File: config.mk
export PLATFORM = sky130hd
export DESIGN_NAME = regfile_wb_ctrl_flat
export DESIGN_NICKNAME = d
export VERILOG_FILES = /design/src/rtl/regfile_wb_ctrl_pkg.sv /design/src/rtl/regfile_wb_ctrl_if.sv /design/src/rtl/regfile_wb_ctrl_scoreboard.sv /design/src/rtl/regfile_wb_ctrl.sv /design/src/flat_wrapper.sv
export SDC_FILE = /design/constraint.sdc
export NUM_CORES = 1
export LEC_CHECK = 0
export CAP_MARGIN = 20
export CORE_ASPECT_RATIO = 1.25
export CORE_MARGIN = 2
export CORE_UTILIZATION = 50
export CTS_CLUSTER_SIZE = 40
export DETAILED_ROUTE_END_ITERATION = 10
export PLACE_DENSITY = 0.86
export SLEW_MARGIN = 20
export SYNTH_ARGS = -nofsm -noshare
export SYNTH_HDL_FRONTEND = slang
export SYNTH_SLANG_ARGS = --single-unit
export TNS_END_PERCENT = 1
File: constraint.sdc
create_clock -name clk -period 5.2 [get_ports clk]
set_input_delay 1.04 -clock clk [delete_from_list [all_inputs] [get_ports clk]]
set_output_delay 1.04 -clock clk [all_outputs]
set_load 0.02 [all_outputs]
File: src/rtl/regfile_wb_ctrl_pkg.sv
// Shared definitions for the register-file write-back controller slice.
package regfile_ctrl_pkg;

  localparam int unsigned DATA_W = 32;
  localparam int unsigned ADDR_W = 5;
  localparam int unsigned X0_IDX = 0;

  typedef enum logic {
    REQ_ALU = 1'b0,
    REQ_MEM = 1'b1
  } req_e;

  function automatic req_e other_req(input req_e r);
    return (r == REQ_ALU) ? REQ_MEM : REQ_ALU;
  endfunction

endpackage

File: src/rtl/regfile_wb_ctrl_if.sv
// Write-back request bundle: ALU result, load return and load issue handshakes.
interface regfile_wb_ctrl_if
  import regfile_ctrl_pkg::*;
#(
  parameter int DATA = DATA_W,
  parameter int ADDR = ADDR_W
);

  logic            alu_valid;
  logic [ADDR-1:0] alu_wa;
  logic [DATA-1:0] alu_wd;
  logic            alu_ready;

  logic            mem_valid;
  logic [ADDR-1:0] mem_wa;
  logic [DATA-1:0] mem_wd;
  logic            mem_ready;

  logic            iss_valid;
  logic [ADDR-1:0] iss_rd;
  logic            iss_ready;

  modport master (
    output alu_valid, alu_wa, alu_wd,
    input  alu_ready,
    output mem_valid, mem_wa, mem_wd,
    input  mem_ready,
    output iss_valid, iss_rd,
    input  iss_ready
  );

  modport slave (
    input  alu_valid, alu_wa, alu_wd,
    output alu_ready,
    input  mem_valid, mem_wa, mem_wd,
    output mem_ready,
    input  iss_valid, iss_rd,
    output iss_ready
  );

endinterface

File: src/rtl/regfile_wb_ctrl_scoreboard.sv
// Per-register pending-load scoreboard: WAW issue gate and load-pending hazard.
module regfile_scoreboard
  import regfile_ctrl_pkg::*;
#(
  parameter int ADDR = ADDR_W
) (
  input  logic            clk,
  input  logic            rstn,
  input  logic            set_valid_i,
  input  logic [ADDR-1:0] set_rd_i,
  input  logic            clr_i,
  input  logic [ADDR-1:0] clr_rd_i,
  input  logic [ADDR-1:0] rs1_i,
  input  logic [ADDR-1:0] rs2_i,
  output logic            iss_ready_o,
  output logic            hazard_o
);

  localparam int unsigned NREG = 2 ** ADDR;

  logic [NREG-1:0] pending_q;
  logic [NREG-1:0] pending_d;
  logic            set_en;

  always_comb begin
    iss_ready_o = ~pending_q[set_rd_i];
    set_en      = set_valid_i & iss_ready_o & (set_rd_i != ADDR'(X0_IDX));
  end

  // Clear first so a set to the same register in the same cycle wins.
  always_comb begin
    pending_d = pending_q;
    if (clr_i)
      pending_d[clr_rd_i] = 1'b0;
    if (set_en)
      pending_d[set_rd_i] = 1'b1;
    pending_d[X0_IDX] = 1'b0;
  end

  always_ff @(posedge clk or negedge rstn) begin
    if (!rstn)
      pending_q <= '0;
    else
      pending_q <= pending_d;
  end

  always_comb begin
    hazard_o = ((rs1_i != ADDR'(X0_IDX)) & pending_q[rs1_i])
             | ((rs2_i != ADDR'(X0_IDX)) & pending_q[rs2_i]);
  end

endmodule

File: src/rtl/regfile_wb_ctrl.sv
// Register-file write-port arbiter (ALU vs load return) with registered write
// and decode-stage hazard generation.
module regfile_wb_ctrl
  import regfile_ctrl_pkg::*;
#(
  parameter int DATA = DATA_W,
  parameter int ADDR = ADDR_W
) (
  input  logic              clk,
  input  logic              rstn,
  regfile_wb_ctrl_if.slave  wb,
  input  logic [ADDR-1:0]   rs1_i,
  input  logic [ADDR-1:0]   rs2_i,
  output logic              hazard_o,
  output logic              rf_we_o,
  output logic [ADDR-1:0]   rf_wa_o,
  output logic [DATA-1:0]   rf_wd_o
);

  req_e            prio_q;
  logic            contest;
  logic            alu_gnt;
  logic            mem_gnt;
  logic [ADDR-1:0] gnt_wa;
  logic [DATA-1:0] gnt_wd;

  logic            rf_we_q, rf_we_d;
  logic [ADDR-1:0] rf_wa_q, rf_wa_d;
  logic [DATA-1:0] rf_wd_q, rf_wd_d;

  logic            sb_hazard;
  logic            fwd_hazard;

  always_comb begin
    contest = wb.alu_valid & wb.mem_valid;
    alu_gnt = wb.alu_valid & (~wb.mem_valid | (prio_q == REQ_ALU));
    mem_gnt = wb.mem_valid & (~wb.alu_valid | (prio_q == REQ_MEM));
    gnt_wa  = mem_gnt ? wb.mem_wa : wb.alu_wa;
    gnt_wd  = mem_gnt ? wb.mem_wd : wb.alu_wd;
  end

  assign wb.alu_ready = alu_gnt;
  assign wb.mem_ready = mem_gnt;

  // Address/data hold when idle; only the enable drops.
  always_comb begin
    rf_we_d = 1'b0;
    rf_wa_d = rf_wa_q;
    rf_wd_d = rf_wd_q;
    if (alu_gnt | mem_gnt) begin
      rf_we_d = (gnt_wa != ADDR'(X0_IDX));
      rf_wa_d = gnt_wa;
      rf_wd_d = gnt_wd;
    end
  end

  always_ff @(posedge clk or negedge rstn) begin
    if (!rstn) begin
      prio_q  <= REQ_MEM;
      rf_we_q <= 1'b0;
      rf_wa_q <= '0;
      rf_wd_q <= '0;
    end else begin
      if (contest)
        prio_q <= other_req(prio_q);
      rf_we_q <= rf_we_d;
      rf_wa_q <= rf_wa_d;
      rf_wd_q <= rf_wd_d;
    end
  end

  regfile_scoreboard #(
    .ADDR (ADDR)
  ) u_scoreboard (
    .clk         (clk),
    .rstn        (rstn),
    .set_valid_i (wb.iss_valid),
    .set_rd_i    (wb.iss_rd),
    .clr_i       (mem_gnt),
    .clr_rd_i    (wb.mem_wa),
    .rs1_i       (rs1_i),
    .rs2_i       (rs2_i),
    .iss_ready_o (wb.iss_ready),
    .hazard_o    (sb_hazard)
  );

  always_comb begin
    fwd_hazard = rf_we_q &
                 (((rs1_i != ADDR'(X0_IDX)) & (rs1_i == rf_wa_q)) |
                  ((rs2_i != ADDR'(X0_IDX)) & (rs2_i == rf_wa_q)));
  end

  assign hazard_o = sb_hazard | fwd_hazard;
  assign rf_we_o  = rf_we_q;
  assign rf_wa_o  = rf_wa_q;
  assign rf_wd_o  = rf_wd_q;

endmodule

File: src/flat_wrapper.sv
// flat-port wrapper written by rule: the top's interface ports become plain ports
module regfile_wb_ctrl_flat import regfile_ctrl_pkg::*;
#(
  parameter int DATA = DATA_W,
  parameter int ADDR = ADDR_W
)
  (clk, rstn, rs1_i, rs2_i, hazard_o, rf_we_o, rf_wa_o, rf_wd_o, wb_alu_valid, wb_alu_wa, wb_alu_wd, wb_alu_ready, wb_mem_valid, wb_mem_wa, wb_mem_wd, wb_mem_ready, wb_iss_valid, wb_iss_rd, wb_iss_ready);
  regfile_wb_ctrl_if #(.DATA(DATA), .ADDR(ADDR)) wb_i ();
  input  logic clk;
  input  logic rstn;
  input  logic [ADDR-1:0] rs1_i;
  input  logic [ADDR-1:0] rs2_i;
  output logic hazard_o;
  output logic rf_we_o;
  output logic [ADDR-1:0] rf_wa_o;
  output logic [DATA-1:0] rf_wd_o;
  input wire logic [$bits(wb_i.alu_valid)-1:0] wb_alu_valid;
  input wire logic [$bits(wb_i.alu_wa)-1:0] wb_alu_wa;
  input wire logic [$bits(wb_i.alu_wd)-1:0] wb_alu_wd;
  output wire logic [$bits(wb_i.alu_ready)-1:0] wb_alu_ready;
  input wire logic [$bits(wb_i.mem_valid)-1:0] wb_mem_valid;
  input wire logic [$bits(wb_i.mem_wa)-1:0] wb_mem_wa;
  input wire logic [$bits(wb_i.mem_wd)-1:0] wb_mem_wd;
  output wire logic [$bits(wb_i.mem_ready)-1:0] wb_mem_ready;
  input wire logic [$bits(wb_i.iss_valid)-1:0] wb_iss_valid;
  input wire logic [$bits(wb_i.iss_rd)-1:0] wb_iss_rd;
  output wire logic [$bits(wb_i.iss_ready)-1:0] wb_iss_ready;
  assign wb_i.alu_valid = wb_alu_valid;
  assign wb_i.alu_wa = wb_alu_wa;
  assign wb_i.alu_wd = wb_alu_wd;
  assign wb_alu_ready = wb_i.alu_ready;
  assign wb_i.mem_valid = wb_mem_valid;
  assign wb_i.mem_wa = wb_mem_wa;
  assign wb_i.mem_wd = wb_mem_wd;
  assign wb_mem_ready = wb_i.mem_ready;
  assign wb_i.iss_valid = wb_iss_valid;
  assign wb_i.iss_rd = wb_iss_rd;
  assign wb_iss_ready = wb_i.iss_ready;
  regfile_wb_ctrl #(.DATA(DATA), .ADDR(ADDR)) u_core (.clk(clk), .rstn(rstn), .wb(wb_i), .rs1_i(rs1_i), .rs2_i(rs2_i), .hazard_o(hazard_o), .rf_we_o(rf_we_o), .rf_wa_o(rf_wa_o), .rf_wd_o(rf_wd_o));
endmodule
; ---- After elaboration in Yosys (flattened, before gate mapping)
; Cells that the tools add are included.
[word_totals]
regBits = 70
output_inout_bits = 42
word_cells = 58
input_bits = 94
[op_classes]
bitwise_logic = 23
muxes = 16
order_cmp = 6
reduce_logical = 6
n_eq_ne = 2
[op_table]
columns = op, count
row1 = 2-to-1 mux 32 bit, 3
row2 = AND 32 bit, 1
row3 = inverter 32 bit, 1
row4 = OR 32 bit, 1
row5 = < comparator 5 x 6 -> 1 bit (second input constant), 4
row6 = nonzero test 5 bit, 4
row7 = binary-select mux 1 bit (select 5 bit), 3
row8 = AND 1 bit, 10
row9 = demux 1 bit (select 5 bit), 2
row10 = equality test 5 bit, 2
row11 = >= comparator 5 x 1 -> 1 bit (second input constant), 2
row12 = 2-to-1 mux 1 bit, 7
row13 = OR 1 bit, 6
row14 = 2-to-1 mux 5 bit, 1
row15 = inverter 1 bit, 4
row16 = logical AND 1 bit, 2

; ---- Logic depth before layout (Yosys ltp)
; Gate-level depths: netlist of the first run.
[logic_depth]
ltp_word = 9
ltp_mapped = 8
mapped_depth_nobuf = 6

; ---- Cells and area by module
; From an unflattened synthesis of the first run, not the netlist that was laid out.
[hier_totals]
cells_unflattened = 493
area_unflattened_um2 = 4521.8
[modules_own_cells]
columns = module, instances, area_per_inst_um2, cells_each
row1 = regfile_wb_ctrl, 1, 2267.2, 266
row2 = regfile_scoreboard, 1, 2254.7, 227

; ---- Worst setup path after synthesis of the first run
; Ideal clock, no wire load.
[synth_path]
path_kind = input port to output port
startpoint = in rs2_i[0]
endpoint = out hazard_o
arrival_time_ns = 2.566
stages = 5
path_buffers = 1
required_time_ns = 4.160
setup_slack_ns = 1.594
cell_sequence = buf_2 mux4_2 mux4_2 a22oi_1 nand3_1
[synth_between]
elab_chain_len = 5
word_cells_on_any_way = 10
[synth_lines]
columns = element, line_no
row1 = "start, declared", flat_wrapper.sv:12  ; input logic [ADDR-1:0] rs2_i;
row2 = binary-select mux 1 bit (select 5 bit) (tied with other cells), regfile_wb_ctrl_scoreboard.sv:49  ; | ((rs2_i != ADDR'(X0_IDX)) & pending_q[rs2_i]);
row3 = 2-to-1 mux 1 bit (not written as such) or AND 1 bit (tied branches), "regfile_wb_ctrl_scoreboard.sv:49, regfile_wb_ctrl.sv:90"
row4 = AND 1 bit or OR 1 bit (tied branches), "regfile_wb_ctrl_scoreboard.sv:49, regfile_wb_ctrl.sv:89"
row5 = OR 1 bit or AND 1 bit (tied branches), "regfile_wb_ctrl_scoreboard.sv:49, regfile_wb_ctrl.sv:88"
row6 = OR 1 bit (*), regfile_wb_ctrl.sv:93  ; assign hazard_o = sb_hazard | fwd_hazard;
row7 = "end, declared", flat_wrapper.sv:13  ; output logic hazard_o;
; Every way passes the cells marked *; elsewhere a longest branch is shown, timed or not. The select of a mux whose other input is x is not followed.

; ---- Worst setup path in the final report of the first run
[layout_path]
startpoint = in rs1_i[1]
endpoint = out hazard_o
[layout_between]
elab_chain_len = 5
word_cells_on_any_way = 10
[layout_lines]
columns = element, line_no
row1 = "start, declared", flat_wrapper.sv:11  ; input logic [ADDR-1:0] rs1_i;
row2 = binary-select mux 1 bit (select 5 bit) (tied with other cells), regfile_wb_ctrl_scoreboard.sv:48  ; hazard_o = ((rs1_i != ADDR'(X0_IDX)) & pending_q[rs1_i])
row3 = 2-to-1 mux 1 bit (not written as such) or AND 1 bit (tied branches), "regfile_wb_ctrl_scoreboard.sv:48, regfile_wb_ctrl.sv:89"
row4 = AND 1 bit or OR 1 bit (tied branches), "regfile_wb_ctrl_scoreboard.sv:48, regfile_wb_ctrl.sv:89"
row5 = OR 1 bit or AND 1 bit (tied branches), "regfile_wb_ctrl_scoreboard.sv:49, regfile_wb_ctrl.sv:88"
row6 = OR 1 bit (*), regfile_wb_ctrl.sv:93
; Marked as above.

==> out/metrics.yaml, run 1 <==
timing.fmax_mhz: 213
drc_errors: 0
seq_area_frac_synth_pct: 42.7
powerDensity_nw_per_um2: 379
synthCells: 398
cts_buffer_depth: 2
worst-endpoint-arrival_ns: 3.66
post-cts-setup-buffers: 0
max_slew_margin_pct: 21.4
fin_crit_ns: 4.70
synth_top_area_cell: "dfrtp_1"
insertion_delay_ns: 0.35
via_per_inst: 6.31
drt_iter0_drc: 438
layout-drive-gt1-share_pct: 10.5
max_cap_viol_count: 0
place_congestion: 1.08
grt_pass1_wl_mm: 20.8
rr_startpoint: "u_core.prio_q"
dpl_cell_area_um2: 5440
hold_viol_final: 0
yosys_register_bits: 70
cts_inserted_buffers: 9
seqPwrFrac_pct: 40.1
start_util_pct: 52.1
num_io_pins: 136
ant_nets: 0
die-area_um2: 8960
yosys-top-cells-area: "dfrtp_1 (42%), mux4_2 (7.7%), nor2_1 (7.5%), o22ai_1 (5.6%), a32o_1 (5.6%)"
start_kind: "input pin"
peakVddDrop_mv: 0.261
coreArea_um2: 7880
cts.sinks: 70
critPathCaptureType: "output port"
slew_violations: 0
final_nets: 613
first_pass_iters: 5
tightest_slew_ns: 1.18
antenna_found_initial: 0
overflow: 0
wl_mm: 12.9
crit_type: "input pin to output port"
swShare_pct: 34.4
cts_tree: "yes"
p_sw_mw: 0.738
p_int_mw: 1.41
cts.clk_slew.worst_paths_ns: 0.07
grt_pass1_vias: 4048
rsz0062_at_grt: "no"
final_area_um2: 5660
timing.setup.tns_ns: 0
grt.total_usage_pct: 29.3
wl_per_cell_um: 20.8
synthesis.area_um2: 4110
cp.required_ns: 4.16
status: "finished clean"
timing.hold.ws_ns: 0.500
synth_top_area_share_pct: 42.0
min_path_type: "register to register"
die_height_um: 105
comb_power_share_pct: 37.0
post-route-util_pct: 71.9
startpoint: "rs1_i[1]"
vias: 3908
n_fill_cell: 584
setup_viol: 0
synth_cell_type_count: 44
cts_root_buf: "clkbuf_8"
io_buffers: 135
cts_htree_levels: 3
grt_start_max_net_pins: 44
ys_warn_count: 0
syn-num-nets: 492
die_x_um: 85.1
finalClockSkew_ns: 0.00863
final.period_utilization_pct: 90.4
cts_resized: 0
hold_buffers: 0
rows: 36
antenna_cells: 0
hpwl_mm: 9.66
p_clk_share_pct: 22.9
leakage_nw: 2.24
worstHoldStart: "u_core.prio_q"
area_growth_pct: 37.9
avgSynthCellArea_um2: 10.3
path_max_fanout: 11
final timing paths:
check | slack (ns) | depth (start not counted) | endpoint
setup reg to reg | 2.39 | 6 | u_core.u_scoreboard.pending_q[10]
hold reg to reg | 0.50 | 1 | u_core.prio_q
min in group asynchronous | 0.69 | 1 | u_core.u_scoreboard.pending_q[6]
hold / removal | 0.50 | 1 | u_core.prio_q
max in group asynchronous | 3.53 | 2 | u_core.rf_wd_o[6]
setup / recovery | 0.50 | 7 | hazard_o
worst max-delay path, stage by stage:
cell and delay, ns:
clkdlybuf4s50_1 0.80, mux4_2 0.57, mux2i_1 0.21, nor3b_1 0.09, nor4_1 0.28, nand3_1 0.11, clkdlybuf4s50_1 0.55
layer usage:
| layer | up-vias | GRT usage (%) | share of wire (%) |
|---|---|---|---|
| met5 | - | 0 | 0 |
| met2 | 250 | 48.0 | 50 |
| li1 | 1740 | - | - |
| met3 | 49 | 8.30 | 9.9 |
| met1 | 1869 | 35.9 | 36 |
| met4 | 0 | 13.0 | 3.9 |
placed cells by master (no fill, tap or decap), types with 6 or more instances in the layout:
cell type / instances
a22o_1: 8
clkdlybuf4s50_1: 134
a32o_1: 23
clkbuf_8: 10
nor3b_1: 10
o22ai_1: 37
mux2_2: 12
mux4_1: 7
mux4_2: 14
mux2i_1: 8
nor2_1: 82
buf_4: 6
xnor2_1: 7
nand2_1: 39
dfrtp_1: 69
sequential cells by signal, summed over array words and instances (netlist names):
| register | flops |
|---|---|
| u_core.rf_we_o | 1 |
| u_core.rf_wd_o | 32 |
| u_core.rf_wa_o | 5 |
| u_core.prio_q | 1 |
| u_core.u_scoreboard.pending_q | 31 |
power by group through the flow:
stage	clock network [mW]	logic (mW)	registers, mW
after CTS	0.498	0.794	0.849
after detailed placement	0	0.789	0.857
final	0.491	0.793	0.860
after global placement	0	0.769	0.852
after floorplan	0	0.418	0.870
after global routing	0.519	0.850	0.871
layout make-up:
type                    count  area [um^2]  area share (%)
clock buffers              10          138            2.43
well taps                  95          119            2.10
inverters                   4         15.0           0.265
multi-input cells         293         2160            38.2
repair buffers            141         1390            24.6
flip-flops and latches     70         1750            30.9
clock inverters             6         83.8            1.48
metrics by stage:
step,worst slack [ns],cells,power (mW)
after floorplan,1.59,398,1.29
after global placement,0.615,603,1.62
after detailed placement,0.507,603,1.65
after CTS,0.501,619,2.14
after global routing,0.429,619,2.24
final,0.497,619,2.14
kinds of logic after synthesis:
kind of cell,count (synthesis),synth area share [%]
AOI/OAI and AO/OA,84,15.9
xor gates and xnor gates,10,2.13
buffers and inverters,35,4.63
DFF,70,42.7
muxes,41,17.4
and+or+nand+nor,158,17.3
synth_stat cells, drive strengths merged:
cell / count
a32o: 23
and3b: 3
nor3b: 10
nand2b: 2
a2bb2oi: 1
a221oi: 2
nor3: 4
dfstp: 1
inv: 4
or4: 2
buf: 12
nor2b: 2
or2: 1
and3: 4
mux2: 12
o41ai: 1
o211ai: 1
nand2: 39
clkbuf: 19
a21oi: 1
nor2: 82
a22o: 8
mux4: 21
xnor2: 7
xor2: 3
nor4bb: 1
nand3b: 2
nand3: 3
nor4: 2
nand4: 1
o21ai: 2
o22ai: 37
a2111oi: 2
o21a: 1
mux2i: 8
dfrtp: 69
a22oi: 5
No activity file was read; power rests on OpenSTA's default activity.
==> run 2, diff against run 1 <==
--- a/config.mk
+++ b/config.mk
@@ -8,10 +8,10 @@
 export CAP_MARGIN = 20
 export CORE_ASPECT_RATIO = 1.25
 export CORE_MARGIN = 2
-export CORE_UTILIZATION = 50
+export CORE_UTILIZATION = 42
 export CTS_CLUSTER_SIZE = 40
 export DETAILED_ROUTE_END_ITERATION = 10
-export PLACE_DENSITY = 0.86
+export PLACE_DENSITY = 0.77
 export SLEW_MARGIN = 20
 export SYNTH_ARGS = -nofsm -noshare
 export SYNTH_HDL_FRONTEND = slang
==> constraint.sdc (replaced) <==
create_clock -name clk -period 4.2 [get_ports clk]
set_input_delay 0.84 -clock clk [delete_from_list [all_inputs] [get_ports clk]]
set_output_delay 0.84 -clock clk [all_outputs]
set_load 0.02 [all_outputs]
==> run 2 against run 1 <==
Clock-buffer cell count up 5. First-iteration DRC count down 30%. Clock skew down 0.0018 ns.
==> out/metrics.yaml, run 2 (synthesis gave the netlist of run 1 again) <==
cts_inserted_buffers: 9
critPathMaxStageDelay_ns: 0.79
p_sw_mw: 0.905
die_height_um: 115
crit_type: "input pin to output port"
ant_nets: 0
start_kind: "input pin"
overflow: 0
swShare_pct: 32.2
final_common_cell: "clkdlybuf4s50_1"
rows: 40
coreArea_um2: 9560
min_path_type: "register to register"
cp.required_ns: 3.36
largest_reg_flops: 32
timing.setup.tns_ns: 0
layout-drive-gt1-share_pct: 11.6
final.period_utilization_pct: 95.2
comb_power_share_pct: 35.1
powerDensity_nw_per_um2: 478
path_cells: "clkdlybuf4s50_1, mux4_1, a22oi_1, and3_1, o21a_1, clkdlybuf4s50_1"
first_pass_iters: 5
num_io_pins: 136
critPathCaptureType: "output port"
place_congestion: 0.907
wl_per_cell_um: 19.3
cp_slowest_cell: "clkdlybuf4s50_1"
worst-endpoint-arrival_ns: 3.16
peakVddDrop_mv: 0.269
hold_viol_final: 0
die-area_um2: 10600
max_slew_margin_pct: 25.9
die_x_um: 92.5
finalClockSkew_ns: 0.00686
start_util_pct: 43.0
layout_setup_ws_ns: 0.200
grt_pass1_vias: 3857
mostFrequentLayoutCells: "clkdlybuf4s50_1 (132), nor2_1 (82), dfrtp_1 (69), nand2_1 (39), o22ai_1 (37)"
fin_crit_ns: 4.00
total_power_mw: 2.81
insertion_delay_ns: 0.33
path_max_fanout: 13
p_int_mw: 1.91
cts.clk_slew.worst_paths_ns: 0.05
final_nets: 622
drc_errors: 0
tightest_slew_ns: 1.11
area_growth_pct: 43.2
timing.fmax_mhz: 250
cts_root_buf: "clkbuf_16"
antenna_cells: 0
dp_cells: 643
timing.hold.ws_ns: 0.502
leakage_nw: 2.35
vias: 3946
io_buffers: 135
rrSetupSlack_ns: 1.42
status: "finished clean"
grt_start_max_net_pins: 49
post-cts-setup-buffers: 0
grt.total_usage_pct: 24.3
dp_slack_ns: 0.0596
hpwl_mm: 9.49
cts.sinks: 70
cts_tree: "yes"
cts_htree_levels: 3
rsz0062_at_grt: "no"
n_fill_cell: 792
via_per_inst: 5.99
antenna_found_initial: 0
setup_viol: 0
grt_pass1_wl_mm: 19.9
p_clk_share_pct: 27.5
crit_top_cell: "clkdlybuf4s50_1"
final_cells: 659
cts_resized: 0
cts_buffer_depth: 2
max_cap_viol_count: 0
hold_buffers: 0
wl_mm: 12.7
slew_violations: 0
seqPwrFrac_pct: 37.4
drt_iter0_drc: 307
[run 2: cell types whose count changed in the layout (fill, tap and decap cells not counted), moves of 2 or more]
cell | previous run | this run
dlymetal6s2s_1 | 0 | 2
clkbuf_8 | 10 | 3
clkinv_2 | 3 | 0
buf_4 | 6 | 15
clkdlybuf4s50_1 | 134 | 132
clkbuf_16 | 0 | 9
clkbuf_1 | 0 | 3
[run 2: power by group through the flow]
stage,clock network (mW),registers (mW),logic (mW)
floorplan,0,1.08,0.517
global route,0.809,1.07,1.06
detailed placement,0,1.05,0.986
global placement,0,1.05,0.966
CTS,0.786,1.04,0.993
finish,0.774,1.05,0.989
[run 2: metrics by stage]
| stage | util [%] | area, um^2 |
|---|---|---|
| finish | 61.5 | 5880 |
| global route | 61.5 | 5880 |
| CTS | 61.4 | 5870 |
| detailed placement | 58.2 | 5560 |
| global placement | 58.2 | 5560 |
| floorplan | - | 4110 |
[run 2: final cells by class]
type,instances,area [um^2],area share [%]
timing repair buffer,150,1480,25.1
clock buffer,15,278,4.72
sequential,70,1750,29.8
clock inverter,1,30.0,0.511
inverter,4,15.0,0.255
multi-input combinational,293,2170,36.9
tap,126,158,2.68
[run 2: routing by layer]
layer / track usage [%] / share of wire (%) / routed length (um) / vias up
met5: 0 / 0 / 0 / -
met4: 10.1 / 2.1 / 263 / 0
met3: 7.44 / 8.6 / 1100 / 25
met2: 41.5 / 52 / 6600 / 210
met1: 28.5 / 37 / 4740 / 1945
li1: - / - / - / 1766
[run 2: final timing paths]
| check | from | cells after the start | endpoint |
|---|---|---|---|
| setup reg to reg | u_core.prio_q | 6 | u_core.u_scoreboard.pending_q[13] |
| max in group asynchronous | rstn | 2 | u_core.u_scoreboard.pending_q[15] |
| setup / recovery | wb_iss_rd[1] | 6 | wb_iss_ready |
| hold / removal | u_core.prio_q | 1 | u_core.prio_q |
| min in group asynchronous | rstn | 1 | u_core.u_scoreboard.pending_q[8] |
| hold reg to reg | u_core.prio_q | 1 | u_core.prio_q |
[run 2: worst max-delay path, delay by kind of cell]
family / cells / cell delay [ns]
buffers and inverters: 2 / 1.39
and+or+nand+nor: 1 / 0.20
AOI/OAI and AO/OA: 2 / 0.35
muxes: 1 / 0.38
==> edit 1, RTL diff (config.mk and constraints of run 2) <==
Make the reset (`rstn`) synchronous in 2 clocked blocks.
--- a/src/rtl/regfile_wb_ctrl_scoreboard.sv
+++ b/src/rtl/regfile_wb_ctrl_scoreboard.sv
@@ -38,5 +38,5 @@
   end
 
-  always_ff @(posedge clk or negedge rstn) begin
+  always_ff @(posedge clk) begin
     if (!rstn)
       pending_q <= '0;
--- a/src/rtl/regfile_wb_ctrl.sv
+++ b/src/rtl/regfile_wb_ctrl.sv
@@ -55,5 +55,5 @@
   end
 
-  always_ff @(posedge clk or negedge rstn) begin
+  always_ff @(posedge clk) begin
     if (!rstn) begin
       prio_q  <= REQ_MEM;
Function: differs if rstn is asserted again (counterexample within 4 cycles, from zero or initial values and one cycle with rstn low); with rstn held inactive, the same outputs for 10 cycles.
==> edit 1 against run 2 <==
- wire length down 0.32%
- die area down 4.5%
- setup slack got worse by 0.071 ns
- synthesized cell count grew 3.8%
- core utilization up 1.1 points
- via count grew 0.38%
- sequential cell count stayed put
- critical path depth grew 1
- synthesized area is 4.7% lower
- clock skew down 0.0020 ns
- cell area shrank 2.8%
- critical endpoint is now hazard_o
Power is not compared: it rests on default switching activity, and its combinational part moved more than twofold at a synthesized area within 25%.
==> edit 1: results (changes against run 2) <==
Route
  – Routed met3 length: 1110 um (+1.5%)
  – DR WL/cell: 18.9 um (-2.0%)
  – Met2 wire len: 6440 um (-2.3%)

Finish
  – # nets final: 636 (+2.3%)
  – Final Instance Count excl. Fillers: 670 (+1.7%)

Yosys
  – Ys async rst share: 0 (-1.00)
  – Syn_nets: 507 (+3.0%)
  – Top area cells in the synthesized netlist: dfxtp_1 36%, mux2i_1 12%, mux4_2 11%
  – Seq/Total Area, Yosys: 0.358 (-0.0687)
  – Distinct cells, synth: 45 (+2.3%)

Placement
  – DP Area: 5410 sq um (-2.7%)
  – HPWL Detailed: 9620 um (+1.3%)
  – Placement Setup Slack: 0.0889 ns (+0.0292 ns)
  – GPL Wtd Cong: 0.986 (+8.7%)

GRT
  – GRT Resource Usage Total: 0.256 (+0.0130)
  – Largest net degree at the start of global routing: 39 (-20%)
  – First-pass GRT wire length: 20500 um (+2.7%)
  – Number of global-route vias before repair: 3961 (+2.7%)

Critical path
  – Worst EP arrival: 3.23 ns (+0.07 ns)
  – Reg2Reg Depth: 7 (+1)
  – Crit-path max FO: 5 (-8)
  – Reg2Reg Setup Slack: 1.95 ns (+0.53 ns)
  – Critical Path Start: rs1_i[2]

Run status
  – Status: completed

Worst hold path
  – Hold worst-path end: u_core.rf_wd_o[0]
[edit 1: changes by cell type after synthesis, sizes merged, moves of 8 or more]
cell,before,now
nor2,82,8
dfxtp,0,70
dfrtp,69,0
o21ai,2,44
mux2i,8,45
o22ai,37,1
o211ai,1,33
o31ai,0,28
a32o,23,0
mux2,12,2
nand2,39,48
a22o,8,0
nor3b,10,2
[edit 1: logic make-up after synthesis]
| kind of cell | Yosys count | synth area share |
|---|---|---|
| AOI/OAI and AO/OA | 123 | 0.210 |
| xor gates and xnor gates | 8 | 0.0179 |
| buffers and inverters | 41 | 0.0473 |
| DFF | 70 | 0.358 |
| muxes | 66 | 0.230 |
| and+or+nand+nor | 105 | 0.137 |
[edit 1: how the worst max path moves through the flow]
stage | endpoint | slack, ns | cells past startpoint
2_1_floorplan | hazard_o | 0.95 | 6
3_3_place_gp | hazard_o | 0.08 | 7
3_5_place_dp | hazard_o | 0.09 | 7
5_1_grt | hazard_o | 0.02 | 7
6_report | hazard_o | 0.13 | 7
4_1_cts | hazard_o | 0.07 | 7
[edit 1: timing repair]
action                     4_1_cts  5_1_grt
gates resized for setup          0        1
buffers inserted                 0        0
setup endpoints to repair        0        1
[edit 1: final cells by class]
class	instances	area (sq um)
clock inverter	2	12.5
tap	123	154
fill	782	3410
inverter	7	26.3
multi-input combinational	302	2340
clock buffer	14	294
sequential	70	1400
timing repair buffer	152	1490
[edit 1: worst max-delay path, cell delays in order]
cell and delay, ns:
clkdlybuf4s50_1 0.64, mux4_2 0.54, mux2i_1 0.15, nor3b_1 0.07
nor4_1 0.30, nand3_1 0.13, clkdlybuf4s50_1 0.55
[edit 1: layer usage]
layer,vias up,track usage
li1,1830,-
met1,1848,0.278
met2,234,0.455
met3,49,0.0792
met4,0,0.119
met5,-,0
==> edit 2, RTL diff (flow settings as in run 2) <==
Without the edit above. Set the package constant `DATA_W` to 48 (it was 32).
--- a/src/rtl/regfile_wb_ctrl_pkg.sv
+++ b/src/rtl/regfile_wb_ctrl_pkg.sv
@@ -2,5 +2,5 @@
 package regfile_ctrl_pkg;
 
-  localparam int unsigned DATA_W = 32;
+  localparam int unsigned DATA_W = 48;
   localparam int unsigned ADDR_W = 5;
   localparam int unsigned X0_IDX = 0;
Ports: changed (resized rf_wd_o, wb_alu_wd and wb_mem_wd); port bits go from 136 to 184. No check against the original RTL was run, so the function may have changed too.
==> edit 2 against run 2 <==
- setup slack better by 0.14 ns
- power is 16% higher
- sequential cell count is 16 higher
- synthesized area is 15% higher
- highest routed layer unchanged
- synthesized cell count is 20% higher
- cell area is 20% higher
- core utilization is 2.3 points higher
- wire length is 24% higher
- largest power group unchanged
- critical endpoint is now hazard_o
==> edit 2: results (changes against run 2) <==
CTS
  – Root Driver: clkbuf_16
  – Clk buf depth: 2 (unchanged)

Critical path
  – Reg2Reg Setup Slack: 1.87 ns (+0.45 ns)
  – Reg2Reg Depth: 6 (unchanged)
  – Reg2Reg Capture Point: u_core.u_scoreboard.pending_q[17]
  – Worst EP arrival: 3.02 ns (-0.14 ns)
  – Crit-path max FO: 15 (+2)

Timing
  – Worst rel slew slack: 0.436 (+0.176)
  – Layout Skew: 0.00564 ns (-0.00122 ns)

Worst hold path
  – Hold worst-path end: u_core.prio_q
  – Hold Path Class: reg -> reg
  – Worst hold stages: 1 (unchanged)

Pwr
  – Leakage power: 2.81 nW (+20%)
  – Worst vdd ir: 0.231 mV (-14%)
  – Sw Pwr: 1.10 mW (+22%)

GRT
  – GRT Resource Usage Total: 0.259 (+0.0158)
  – GR Util met3: 0.0678 (-0.00662)
  – Initial antenna violation count: 0 (unchanged)
  – First-pass GRT wire length: 24600 um (+24%)
  – Number of global-route vias before repair: 4829 (+25%)
  – Met1 Track Usage GR: 0.309 (+0.0240)
  – Met2 usage: 0.443 (+0.0288)
  – Largest net degree at the start of global routing: 60 (+22%)

Finish
  – # nets final: 782 (+26%)
  – # fillers: 907 (+15%)
  – Max FFs per register: 48 (+50%)
  – Fraction of layout cells with a size suffix above 1: 0.106 (-0.0104)

Route
  – DR WL/cell: 19.8 um (+3.0%)
  – Initial DRC count: 235 (-23%)
  – Via density: 5.97 (-0.26%)

Yosys
  – Distinct cells, synth: 52 (+18%)
  – Top cell type's share of synthesized area: 0.451 (+0.0309)
  – Synth cell count leaders: 88 x nor2_1, 85 x dfrtp_1, 50 x o21ai_0
  – Seq/Total Area, Yosys: 0.457 (+0.0301)
  – Syn_nets: 605 (+23%)
  – Top area cells in the synthesized netlist: dfrtp_1 45%, mux4_2 7.2%, nor2_1 7.0%

Placement
  – Placement Setup Slack: 0.0463 ns (-0.0133 ns)
  – GPL Wtd Cong: 1.02 (+13%)
  – HPWL Detailed: 11800 um (+24%)
  – Count of input and output buffers: 183 (+36%)

Run status
  – Status: completed
-- edit 2: cell types whose count changed after synthesis, moves of 8 or more --
| cell | run 2 | this run |
|---|---|---|
| o31ai_1 | 0 | 8 |
| o21ai_0 | 2 | 50 |
| mux2_2 | 12 | 3 |
| nand2_1 | 39 | 26 |
| a32o_1 | 23 | 0 |
| dfrtp_1 | 69 | 85 |
| nand3_1 | 3 | 12 |
| mux2i_1 | 8 | 23 |
| o221a_2 | 0 | 11 |
-- edit 2: routing by layer --
metal	up-vias	routed length, um	part of all wire
met1	2327	5950	0.38
met5	-	0	0
met3	46	1240	0.079
met2	245	8120	0.51
li1	2136	-	-
met4	0	494	0.031
-- edit 2: layout make-up --
class | instances | area (sq um) | share of cell area
Timing Repair Buffer | 197 | 1960 | 0.278
Clock buffer | 10 | 229 | 0.0325
Multi-Input combinational cell | 353 | 2410 | 0.342
Clock inverter | 6 | 86.3 | 0.0123
Inverter | 9 | 33.8 | 0.00480
Tap cell | 135 | 169 | 0.0240
Sequential cell | 86 | 2150 | 0.306
-- edit 2: logic make-up (layout without fill, tap and decap cells) --
family / Yosys count / in the layout / share of synthesized area
simple gates: 163 / 163 / 0.158
compound gates: 138 / 138 / 0.196
flops: 86 / 86 / 0.457
xor+xnor: 9 / 9 / 0.0167
buf+inv: 40 / 222 / 0.0340
mux: 43 / 43 / 0.139
-- edit 2: how the worst max path moves through the flow --
stage / startpoint / end / slack [ns]
6_report: rs2_i[0] / hazard_o / 0.34
4_1_cts: rs2_i[0] / hazard_o / 0.04
3_3_place_gp: wb_iss_rd[0] / wb_iss_ready / 0.09
3_5_place_dp: rs2_i[0] / hazard_o / 0.05
2_1_floorplan: rs2_i[0] / hazard_o / 0.81
5_1_grt: rs2_i[0] / hazard_o / 0.30
-- edit 2: worst max-delay path, stage by stage --
cell	delay, ns
clkdlybuf4s50_1	0.52
buf_12	0.17
mux4_2	0.50
mux2i_1	0.22
nor3b_1	0.08
nor4_1	0.33
nand4_1	0.12
dlymetal6s2s_1	0.22
-- edit 2: through the flow --
step	total power, mW	cell area [sq um]	hold WS, ns	utilization	std cells
final	3.25	7040	0.499	0.638	796
after floorplan	1.81	4710	0.473	-	479
after detailed placement	2.40	6710	0.487	0.608	780
after global routing	3.40	7040	0.520	0.638	796
after global placement	2.37	6710	0.486	0.608	780
after CTS	3.25	7020	0.502	0.637	796
-- edit 2: power groups by stage --
stage          Combinational (mW)  Sequential [mW]  Clock [mW]
3_5_place_dp                 1.16             1.24           0
2_1_floorplan               0.501             1.31           0
4_1_cts                      1.16             1.23       0.860
6_report                     1.16             1.24       0.847
3_3_place_gp                 1.13             1.24           0
5_1_grt                      1.25             1.26       0.897
-- edit 2: repair_timing --
item,in CTS,in global routing
hold buffers,0,0
setup endpoints to repair,0,2
gates resized for setup,0,6
